===== src/rtl/mc_ctrl_fsm.sv =====
// rtl/mc_ctrl_fsm.sv - multi-cycle MIPS control FSM with memory handshake, timeout, interrupts and exceptions
module mc_ctrl_fsm #(
    parameter int NIRQ        = 6,
    parameter int MEM_TIMEOUT = 255,
    parameter int ECODE_W     = 5
) (
    input  logic               clk,
    input  logic               rst,
    input  logic [2:0]         cls,
    input  logic               br_take,
    input  logic [1:0]         br_sel,
    input  logic               alu_ovf,
    input  logic               mem_ack,
    input  logic [NIRQ-1:0]    irq,
    input  logic [NIRQ-1:0]    irq_mask,
    input  logic               ie,
    input  logic               exl,
    output logic               mem_req,
    output logic               mem_we,
    output logic               mem_ifetch,
    output logic               pc_wr,
    output logic [2:0]         npc_sel,
    output logic               ir_wr,
    output logic               gpr_wr,
    output logic               cp0_we,
    output logic               exl_set,
    output logic               exl_clr,
    output logic               epc_wr,
    output logic               epc_sel,
    output logic               cause_wr,
    output logic [ECODE_W-1:0] exc_code,
    output logic [NIRQ-1:0]    irq_pending,
    output logic [2:0]         state
);

    localparam logic [2:0] S_IF  = 3'd0;
    localparam logic [2:0] S_ID  = 3'd1;
    localparam logic [2:0] S_EX  = 3'd2;
    localparam logic [2:0] S_MEM = 3'd3;
    localparam logic [2:0] S_WB  = 3'd4;
    localparam logic [2:0] S_EXC = 3'd5;

    localparam logic [2:0] C_ALU   = 3'd0;
    localparam logic [2:0] C_LOAD  = 3'd1;
    localparam logic [2:0] C_STORE = 3'd2;
    localparam logic [2:0] C_BR    = 3'd3;
    localparam logic [2:0] C_JAL   = 3'd4;
    localparam logic [2:0] C_MTC0  = 3'd5;
    localparam logic [2:0] C_ERET  = 3'd6;
    localparam logic [2:0] C_ILL   = 3'd7;

    localparam logic [2:0] NPC_SEQ  = 3'd0;
    localparam logic [2:0] NPC_JUMP = 3'd2;
    localparam logic [2:0] NPC_VEC  = 3'd4;
    localparam logic [2:0] NPC_EPC  = 3'd5;

    localparam logic [ECODE_W-1:0] EC_INT = ECODE_W'(0);
    localparam logic [ECODE_W-1:0] EC_IBE = ECODE_W'(6);
    localparam logic [ECODE_W-1:0] EC_DBE = ECODE_W'(7);
    localparam logic [ECODE_W-1:0] EC_RI  = ECODE_W'(10);
    localparam logic [ECODE_W-1:0] EC_OV  = ECODE_W'(12);

    localparam int TW = (MEM_TIMEOUT > 1) ? $clog2(MEM_TIMEOUT) : 1;
    localparam logic [TW-1:0] TMO_LAST = TW'((MEM_TIMEOUT > 0) ? MEM_TIMEOUT - 1 : 0);

    logic [2:0]         state_q, state_d;
    logic [2:0]         cls_q, cls_d;
    logic [TW-1:0]      tmo_q, tmo_d;
    logic [ECODE_W-1:0] exc_code_q, exc_code_d;
    logic [NIRQ-1:0]    irq_pending_q, irq_pending_d;
    logic               epc_sel_q, epc_sel_d;

    logic [NIRQ-1:0]    irq_masked;
    logic               irq_take;
    logic               mem_busy;
    logic               tmo_expire;
    logic               boundary;

    assign irq_masked = irq & irq_mask;
    assign irq_take   = (|irq_masked) && ie && !exl;
    assign mem_busy   = (state_q == S_IF) || (state_q == S_MEM);
    // Ack on the last permitted cycle still completes the transfer.
    assign tmo_expire = (MEM_TIMEOUT != 0) && mem_busy && !mem_ack && (tmo_q == TMO_LAST);

    always_ff @(posedge clk or posedge rst) begin
        if (rst) begin
            state_q       <= S_IF;
            cls_q         <= C_ALU;
            tmo_q         <= '0;
            exc_code_q    <= '0;
            irq_pending_q <= '0;
            epc_sel_q     <= 1'b0;
        end else begin
            state_q       <= state_d;
            cls_q         <= cls_d;
            tmo_q         <= tmo_d;
            exc_code_q    <= exc_code_d;
            irq_pending_q <= irq_pending_d;
            epc_sel_q     <= epc_sel_d;
        end
    end

    always_comb begin
        state_d       = state_q;
        cls_d         = cls_q;
        exc_code_d    = exc_code_q;
        irq_pending_d = irq_pending_q;
        epc_sel_d     = epc_sel_q;
        boundary      = 1'b0;

        case (state_q)
            S_IF: begin
                if (mem_ack) begin
                    state_d = S_ID;
                end else if (tmo_expire) begin
                    state_d    = S_EXC;
                    exc_code_d = EC_IBE;
                    epc_sel_d  = 1'b0;
                end
            end
            S_ID: begin
                cls_d = cls;
                if (cls == C_ILL) begin
                    state_d    = S_EXC;
                    exc_code_d = EC_RI;
                    epc_sel_d  = 1'b1;
                end else begin
                    state_d = S_EX;
                end
            end
            S_EX: begin
                case (cls_q)
                    C_ALU: begin
                        if (alu_ovf) begin
                            state_d    = S_EXC;
                            exc_code_d = EC_OV;
                            epc_sel_d  = 1'b1;
                        end else begin
                            state_d = S_WB;
                        end
                    end
                    C_LOAD, C_STORE: state_d = S_MEM;
                    default:         boundary = 1'b1;
                endcase
            end
            S_MEM: begin
                if (mem_ack) begin
                    if (cls_q == C_LOAD) state_d = S_WB;
                    else                 boundary = 1'b1;
                end else if (tmo_expire) begin
                    state_d    = S_EXC;
                    exc_code_d = EC_DBE;
                    epc_sel_d  = 1'b1;
                end
            end
            S_WB:    boundary = 1'b1;
            S_EXC:   state_d  = S_IF;
            default: state_d  = S_IF;
        endcase

        // Interrupts are only recognised between instructions.
        if (boundary) begin
            if (irq_take) begin
                state_d       = S_EXC;
                exc_code_d    = EC_INT;
                epc_sel_d     = 1'b0;
                irq_pending_d = irq_masked;
            end else begin
                state_d = S_IF;
            end
        end

        if ((state_d != state_q) || mem_ack) begin
            tmo_d = '0;
        end else if (mem_busy) begin
            tmo_d = tmo_q + TW'(1);
        end else begin
            tmo_d = tmo_q;
        end
    end

    always_comb begin
        mem_req    = 1'b0;
        mem_we     = 1'b0;
        mem_ifetch = 1'b0;
        pc_wr      = 1'b0;
        npc_sel    = NPC_SEQ;
        ir_wr      = 1'b0;
        gpr_wr     = 1'b0;
        cp0_we     = 1'b0;
        exl_set    = 1'b0;
        exl_clr    = 1'b0;
        epc_wr     = 1'b0;
        epc_sel    = 1'b0;
        cause_wr   = 1'b0;

        case (state_q)
            S_IF: begin
                mem_req    = 1'b1;
                mem_ifetch = 1'b1;
                if (mem_ack) begin
                    ir_wr = 1'b1;
                    pc_wr = 1'b1;
                end
            end
            S_EX: begin
                case (cls_q)
                    C_BR: begin
                        pc_wr   = br_take;
                        npc_sel = {1'b0, br_sel};
                    end
                    C_JAL: begin
                        pc_wr   = 1'b1;
                        npc_sel = NPC_JUMP;
                        gpr_wr  = 1'b1;
                    end
                    C_MTC0: cp0_we = 1'b1;
                    C_ERET: begin
                        pc_wr   = 1'b1;
                        npc_sel = NPC_EPC;
                        exl_clr = 1'b1;
                    end
                    default: ;
                endcase
            end
            S_MEM: begin
                mem_req = 1'b1;
                mem_we  = (cls_q == C_STORE);
            end
            S_WB: gpr_wr = 1'b1;
            S_EXC: begin
                pc_wr    = 1'b1;
                npc_sel  = NPC_VEC;
                epc_wr   = 1'b1;
                exl_set  = 1'b1;
                cause_wr = 1'b1;
                epc_sel  = epc_sel_q;
            end
            default: ;
        endcase

        // An in-flight request is dropped the moment reset asserts.
        if (rst) begin
            mem_req    = 1'b0;
            mem_we     = 1'b0;
            mem_ifetch = 1'b0;
            pc_wr      = 1'b0;
            npc_sel    = NPC_SEQ;
            ir_wr      = 1'b0;
            gpr_wr     = 1'b0;
            cp0_we     = 1'b0;
            exl_set    = 1'b0;
            exl_clr    = 1'b0;
            epc_wr     = 1'b0;
            epc_sel    = 1'b0;
            cause_wr   = 1'b0;
        end
    end

    assign exc_code    = exc_code_q;
    assign irq_pending = irq_pending_q;
    assign state       = state_q;

endmodule


===== config.mk =====
export PLATFORM = sky130hd
export DESIGN_NAME = mc_ctrl_fsm
export DESIGN_NICKNAME = d
export VERILOG_FILES = /design/src/rtl/mc_ctrl_fsm.sv
export SDC_FILE = /design/constraint.sdc
export NUM_CORES = 1
export LEC_CHECK = 0
export BUFFER_PORTS_ARGS = -buffer_cell sky130_fd_sc_hd__buf_2
export CORE_MARGIN = 3
export CORE_UTILIZATION = 40
export DETAILED_ROUTE_END_ITERATION = 8
export GPL_TIMING_DRIVEN = 0
export PLACE_DENSITY = 0.68
export SETUP_SLACK_MARGIN = 0.15
export SLEW_MARGIN = 30
export SYNTH_ARGS = -nofsm -noshare
export SYNTH_HDL_FRONTEND = slang
export SYNTH_SLANG_ARGS = --single-unit
export TNS_END_PERCENT = 1

===== constraint.sdc =====
create_clock -name clk -period 2.3 [get_ports clk]
set_clock_uncertainty 0.15 [all_clocks]
set_input_delay 0.46 -clock clk [delete_from_list [all_inputs] [get_ports clk]]
set_output_delay 0.46 -clock clk [all_outputs]
set_load 0.02 [all_outputs]

=== Yosys cells after proc, flatten, opt, wreduce, memory -nomap -nowiden ===
Cells that the tools add are included.

* Flip-flop bits (word level): 26
* Logic and storage cells: 103
* Input bits: 24
* Output and inout port bits: 29

* $add $sub $neg: 1
* Multiplexer cells: 64
* Reduce and logical (&&, ||, !) cells: 17
* Equality and inequality tests: 14
* Bitwise operators: 1

{| class="wikitable"
|+ Operators with widths
! kind !! number
|-
| 5-bit two-way mux || 9
|-
| 1-bit two-way mux || 35
|-
| 3-bit two-way mux || 8
|-
| 5-bit case mux with 4 select lines || 1
|-
| 3-bit equality test, second input constant || 6
|-
| 8-bit two-way mux || 2
|-
| 3-bit case mux with 5 select lines || 1
|-
| 3-bit by 2-bit equality test with 1-bit output, second input constant || 4
|-
| 3-bit case mux with 2 select lines || 2
|-
| 3-bit case mux with 3 select lines || 1
|-
| 8-bit by 1-bit adder with 8-bit output, second input constant || 1
|-
| 8-bit equality test, second input constant || 1
|-
| 6-bit bitwise AND || 1
|-
| 3-bit by 1-bit equality test with 1-bit output, second input constant || 2
|-
| 3-bit logical NOT || 2
|-
| 1-bit case mux with 3 select lines || 2
|-
| 2-bit OR reduction || 3
|-
| 6-bit OR reduction || 1
|-
| 1-bit logical AND || 4
|-
| 1-bit case mux with 2 select lines || 2
|-
| 1-bit case mux with 4 select lines || 1
|-
| 3-bit != test || 1
|-
| 3-bit OR reduction || 1
|-
| 1-bit logical NOT || 2
|-
| other kinds (3) || 4
|}

=== Longest topological paths before layout ===
* Word-level depth: 11
* Mapped depth: 10
* Mapped depth without buffers: 8

=== Worst setup path after synthesis ===
OpenSTA, ideal clock, no wires.

* Path type: reg2out
* From: register state_q[2], in the netlist state[2]
* To: output port ir_wr
* Required time: 1690 ps
* Slack: -354 ps
* Arrival: 2044 ps
* Path buffers: 2
* Cell stages (with the launch flop): 5
* Cell sequence: dfrtp_1 -> clkbuf_1 -> clkbuf_1 -> nor4_1 -> and2_1

* Cells in the longest elaborated chain, start to end: 3

{| class="wikitable"
|+ RTL lines
! item !! RTL line !! text
|-
| from (decl) || 66 || <nowiki>logic [2:0] state_q, state_d;</nowiki>
|-
| from (signal assigned) || 94 || <nowiki>state_q <= state_d;</nowiki>
|-
| 3-bit logical NOT || 197 || <nowiki>case (state_q)</nowiki>
|-
| 1-bit two-way mux || 197 ||
|-
| 1-bit two-way mux || 243 || <nowiki>if (rst) begin</nowiki>
|-
| to (decl) || 23 || <nowiki>output logic ir_wr,</nowiki>
|}

No other way between the ends.

=== Worst setup path in the final report ===
* From: register state_q[1], in the netlist state[1]
* To: output port pc_wr

* Cells in the longest elaborated chain, start to end: 3
* Elaborated cells between the ends (all ways): 5
* Classes of those cells: eq/ne: 2; mux: 2; reduce/logical: 1

{| class="wikitable"
|+ RTL lines
! item !! RTL line !! text
|-
| 3-bit equality test, or another cell as far along || 197 ||
|-
| 1-bit case mux with 3 select lines (*) || 197 ||
|-
| 1-bit two-way mux (*) || 243 ||
|-
| to (decl) || 21 || <nowiki>output logic pc_wr,</nowiki>
|}

Every way passes the cells marked *; elsewhere a longest branch is shown, timed or not.

==> flow_summary.json <==
{
  "outcome": "complete, but fails checks",
  "violations": "setup timing",
  "cp-start-kind": "flip-flop",
  "cts.path.max_buffers": 2,
  "avgSynthCellArea_um2": 8.61,
  "hp-class": "input pin to asynchronous set/reset pin",
  "drt_iter0_drc": 155,
  "arrival_ns": 1.77,
  "slew_violations": 0,
  "wirelength_um": 5510,
  "htreeDepth": 1,
  "clk_pin_slew_ns": 0.10,
  "grt_remaining_overflow": 0,
  "fin_crit_sh_pct": 103,
  "synth_nets": 223,
  "whs_ns": 0.176,
  "place_hpwl_um": 3080,
  "die_height_um": 71.1,
  "setup_violations": 8,
  "antenna_cells": 0,
  "critPathBufInv": 3,
  "synthMuxAreaShare_pct": 1.99,
  "min_period_ns": 2.38,
  "relSlewSlack_pct": 49.7,
  "finalHoldViolations": 0,
  "clock-sinks": 26,
  "drive_gt1_share_pct": 54.1,
  "yosysWarnings": 0,
  "rsz0062_at_grt": "yes",
  "ant_nets": 0,
  "ir_drop_uv": 514,
  "ys_types": 53,
  "cp-end-kind": "output pin",
  "max-cap-violations": 0,
  "synth_cells": 197,
  "ys_seq_elements": 26,
  "worst_slew_pin_slew_ns": 0.750,
  "netlist_area_um2": 1700,
  "dieArea_um2": 5060,
  "routedWlPerCell_um": 16.7,
  "synth_compound_area_share_pct": 19.7,
  "crit_family": "buffers and inverters",
  "grt_pass1_wl_um": 8000,
  "crit_chain": "clkinvlp_4 > buf_6 > a2111oi_4 > a31oi_1 > nor2_1 > buf_4",
  "synth_flop_cell": "dfrtp_1",
  "post-route-drc-count": 0,
  "numCtsBuffers": 3,
  "core_area_um2": 4060,
  "fmax_mhz": 420,
  "fin_ws_ns": -0.0805,
  "cp_max_fo": 6,
  "synth_edf_count": 0,
  "start_util_pct": 41.8,
  "power_w": 0.00361,
  "root_buffer": "clkbuf_8",
  "synth_top_family_by_area": "simple AND/OR/NAND/NOR gates",
  "crit_path_start": "state[1]",
  "viasPerCell": 5.68,
  "synthSimpleGateAreaFrac_pct": 27.5,
  "r2r-start": "cls_q[2]",
  "postCtsHoldBufs": 0,
  "ys_seq_area_share_pct": 38.4,
  "syn_to_final_growth_pct": 60.5,
  "total_leakage_power_nw": 1.20,
  "powerDensity_nw_per_um2": 1330,
  "crit_type": "flip-flop to output pin",
  "ys_async_sr_fraction_pct": 100,
  "io_buffers": 52,
  "final_nets": 306,
  "gp_congestion": 0.870,
  "grt_use_total_pct": 19.2,
  "synth_xor_area_share_pct": 4.58,
  "die-width_um": 71.1,
  "worst_ep_required_time_ns": 1.69,
  "drtPass1Iterations": 4,
  "first_global_vias": 1779,
  "crit_path_max_incr_delay_ns": 0.45,
  "synthAdderAreaFrac_pct": 1.48,
  "critical-path-slowest-cell": "dfrtp_2",
  "antenna_found_initial": 0,
  "ios": 53,
  "tritoncts": "done",
  "clk_latency_ns": 0.27,
  "rows": 23,
  "via_count": 1869,
  "grt_max_degree": 16
}
## worst paths after layout
| path | cells after the start | to | slack [ns] |
|---|---|---|---|
| setup / recovery | 6 | pc_wr | -0.08 |
| hold / removal | 3 | state[1] | 0.18 |
| setup reg to reg | 8 | tmo_q[1] | -0.05 |
| hold reg to reg | 2 | irq_pending[2] | 0.33 |
| max in group asynchronous | 2 | cls_q[1] | 1.34 |
| min in group clk | 2 | cls_q[0] | 0.29 |
## Yosys cell counts (all sizes together), types with 2 or more instances
library cell	number	area, um2
or2	2	12.5
clkbuf	5	18.8
buf	9	66.3
ha	2	25.0
nor4	6	43.8
a221o	2	20.0
a2111oi	3	45.1
nand4	3	18.8
dfrtp	26	651
o21ai	11	55.1
nor2	17	63.8
mux2	3	33.8
and3	2	12.5
nand3	2	10.0
nor3	18	95.1
nand2b	2	12.5
a21oi	10	53.8
nand2	27	101
and2	2	12.5
xor2	4	42.6
or3	2	12.5
xnor2	4	35.0
nor2b	2	12.5
o31ai	2	15.0
nor3b	2	20.0
a22oi	2	15.0
a31oi	4	25.0
inv	6	22.5
a21o	3	22.5
o22ai	2	12.5
## worst reg2reg max path: cells and delay by family (launching register included)
kind	cells	cell delay (ns)
AND/OR/NAND/NOR	2	0.66
AO/OA/AOI/OAI	4	0.77
flip-flops	1	0.38
buffers and inverters	2	0.30
## where the power goes
group	internal, W	switching [W]	total, W
combinational	0.00114	0.00139	0.00253
sequential	0.000595	0.000101	0.000696
clock	0.000233	0.000146	0.000379
## per-stage QoR
stage	setup WS (ns)	utilization, %	instances	TNS (ns)	cell area, um2
final	-0.0805	67.1	329	-0.345	2720
after global routing	-0.158	67.1	329	-1.33	2720
after CTS	-0.0203	60.4	319	-0.0926	2450
after detailed placement	-0.523	51.1	299	-4.68	2070
after global placement	-0.514	51.1	299	-4.03	2070
after floorplan	-0.00634	-	197	-0.00634	1750
## logic make-up after synthesis
kind of cell,Yosys count
simple gates,91
compound gates,47
flops,26
buf+inv,20
xor+xnor,8
mux,3
fa+ha+maj,2
## state kept, by name, indices dropped and copies added, names as in the netlist
signal,flops
epc_sel_q,1
irq_pending,6
state,3
exc_code,5
tmo_q,8
cls_q,3
## repair_timing
action,in CTS,in global routing
cloned,1,1
resized for setup,46,45
endpoints found under the setup margin,34,32
buffers inserted,15,9
pin swaps,17,17
## routing by layer
metal | global-route usage, % | routed length, um | vias up
met5 | 0 | 0 | -
met2 | 34.0 | 2890 | 92
li1 | - | - | 882
met3 | 2.41 | 389 | 14
met1 | 24.0 | 2110 | 881
met4 | 6.68 | 110 | 0
## final cells by class
cell class,count,area (um2)
repair inverters,1,5.00
clock inverters,1,30.0
clock buffers,3,41.3
multi-input cells,151,1240
inverters,6,32.5
plain buffers,14,160
flip-flops and latches,26,656
repair buffers,77,498
well taps,50,62.6
fillers,327,1340
## cell usage in the layout, fill, tap and decap left out, drive strengths merged, types with 4 or more instances in the layout
cell	count
clkbuf	5
nor4	6
buf	89
dfrtp	26
nand2	27
nor2	17
a21oi	10
o21ai	11
a31oi	4
nor3	18
xor2	4
inv	4
xnor2	4
Note: power is estimated with default switching activity, not from simulation.
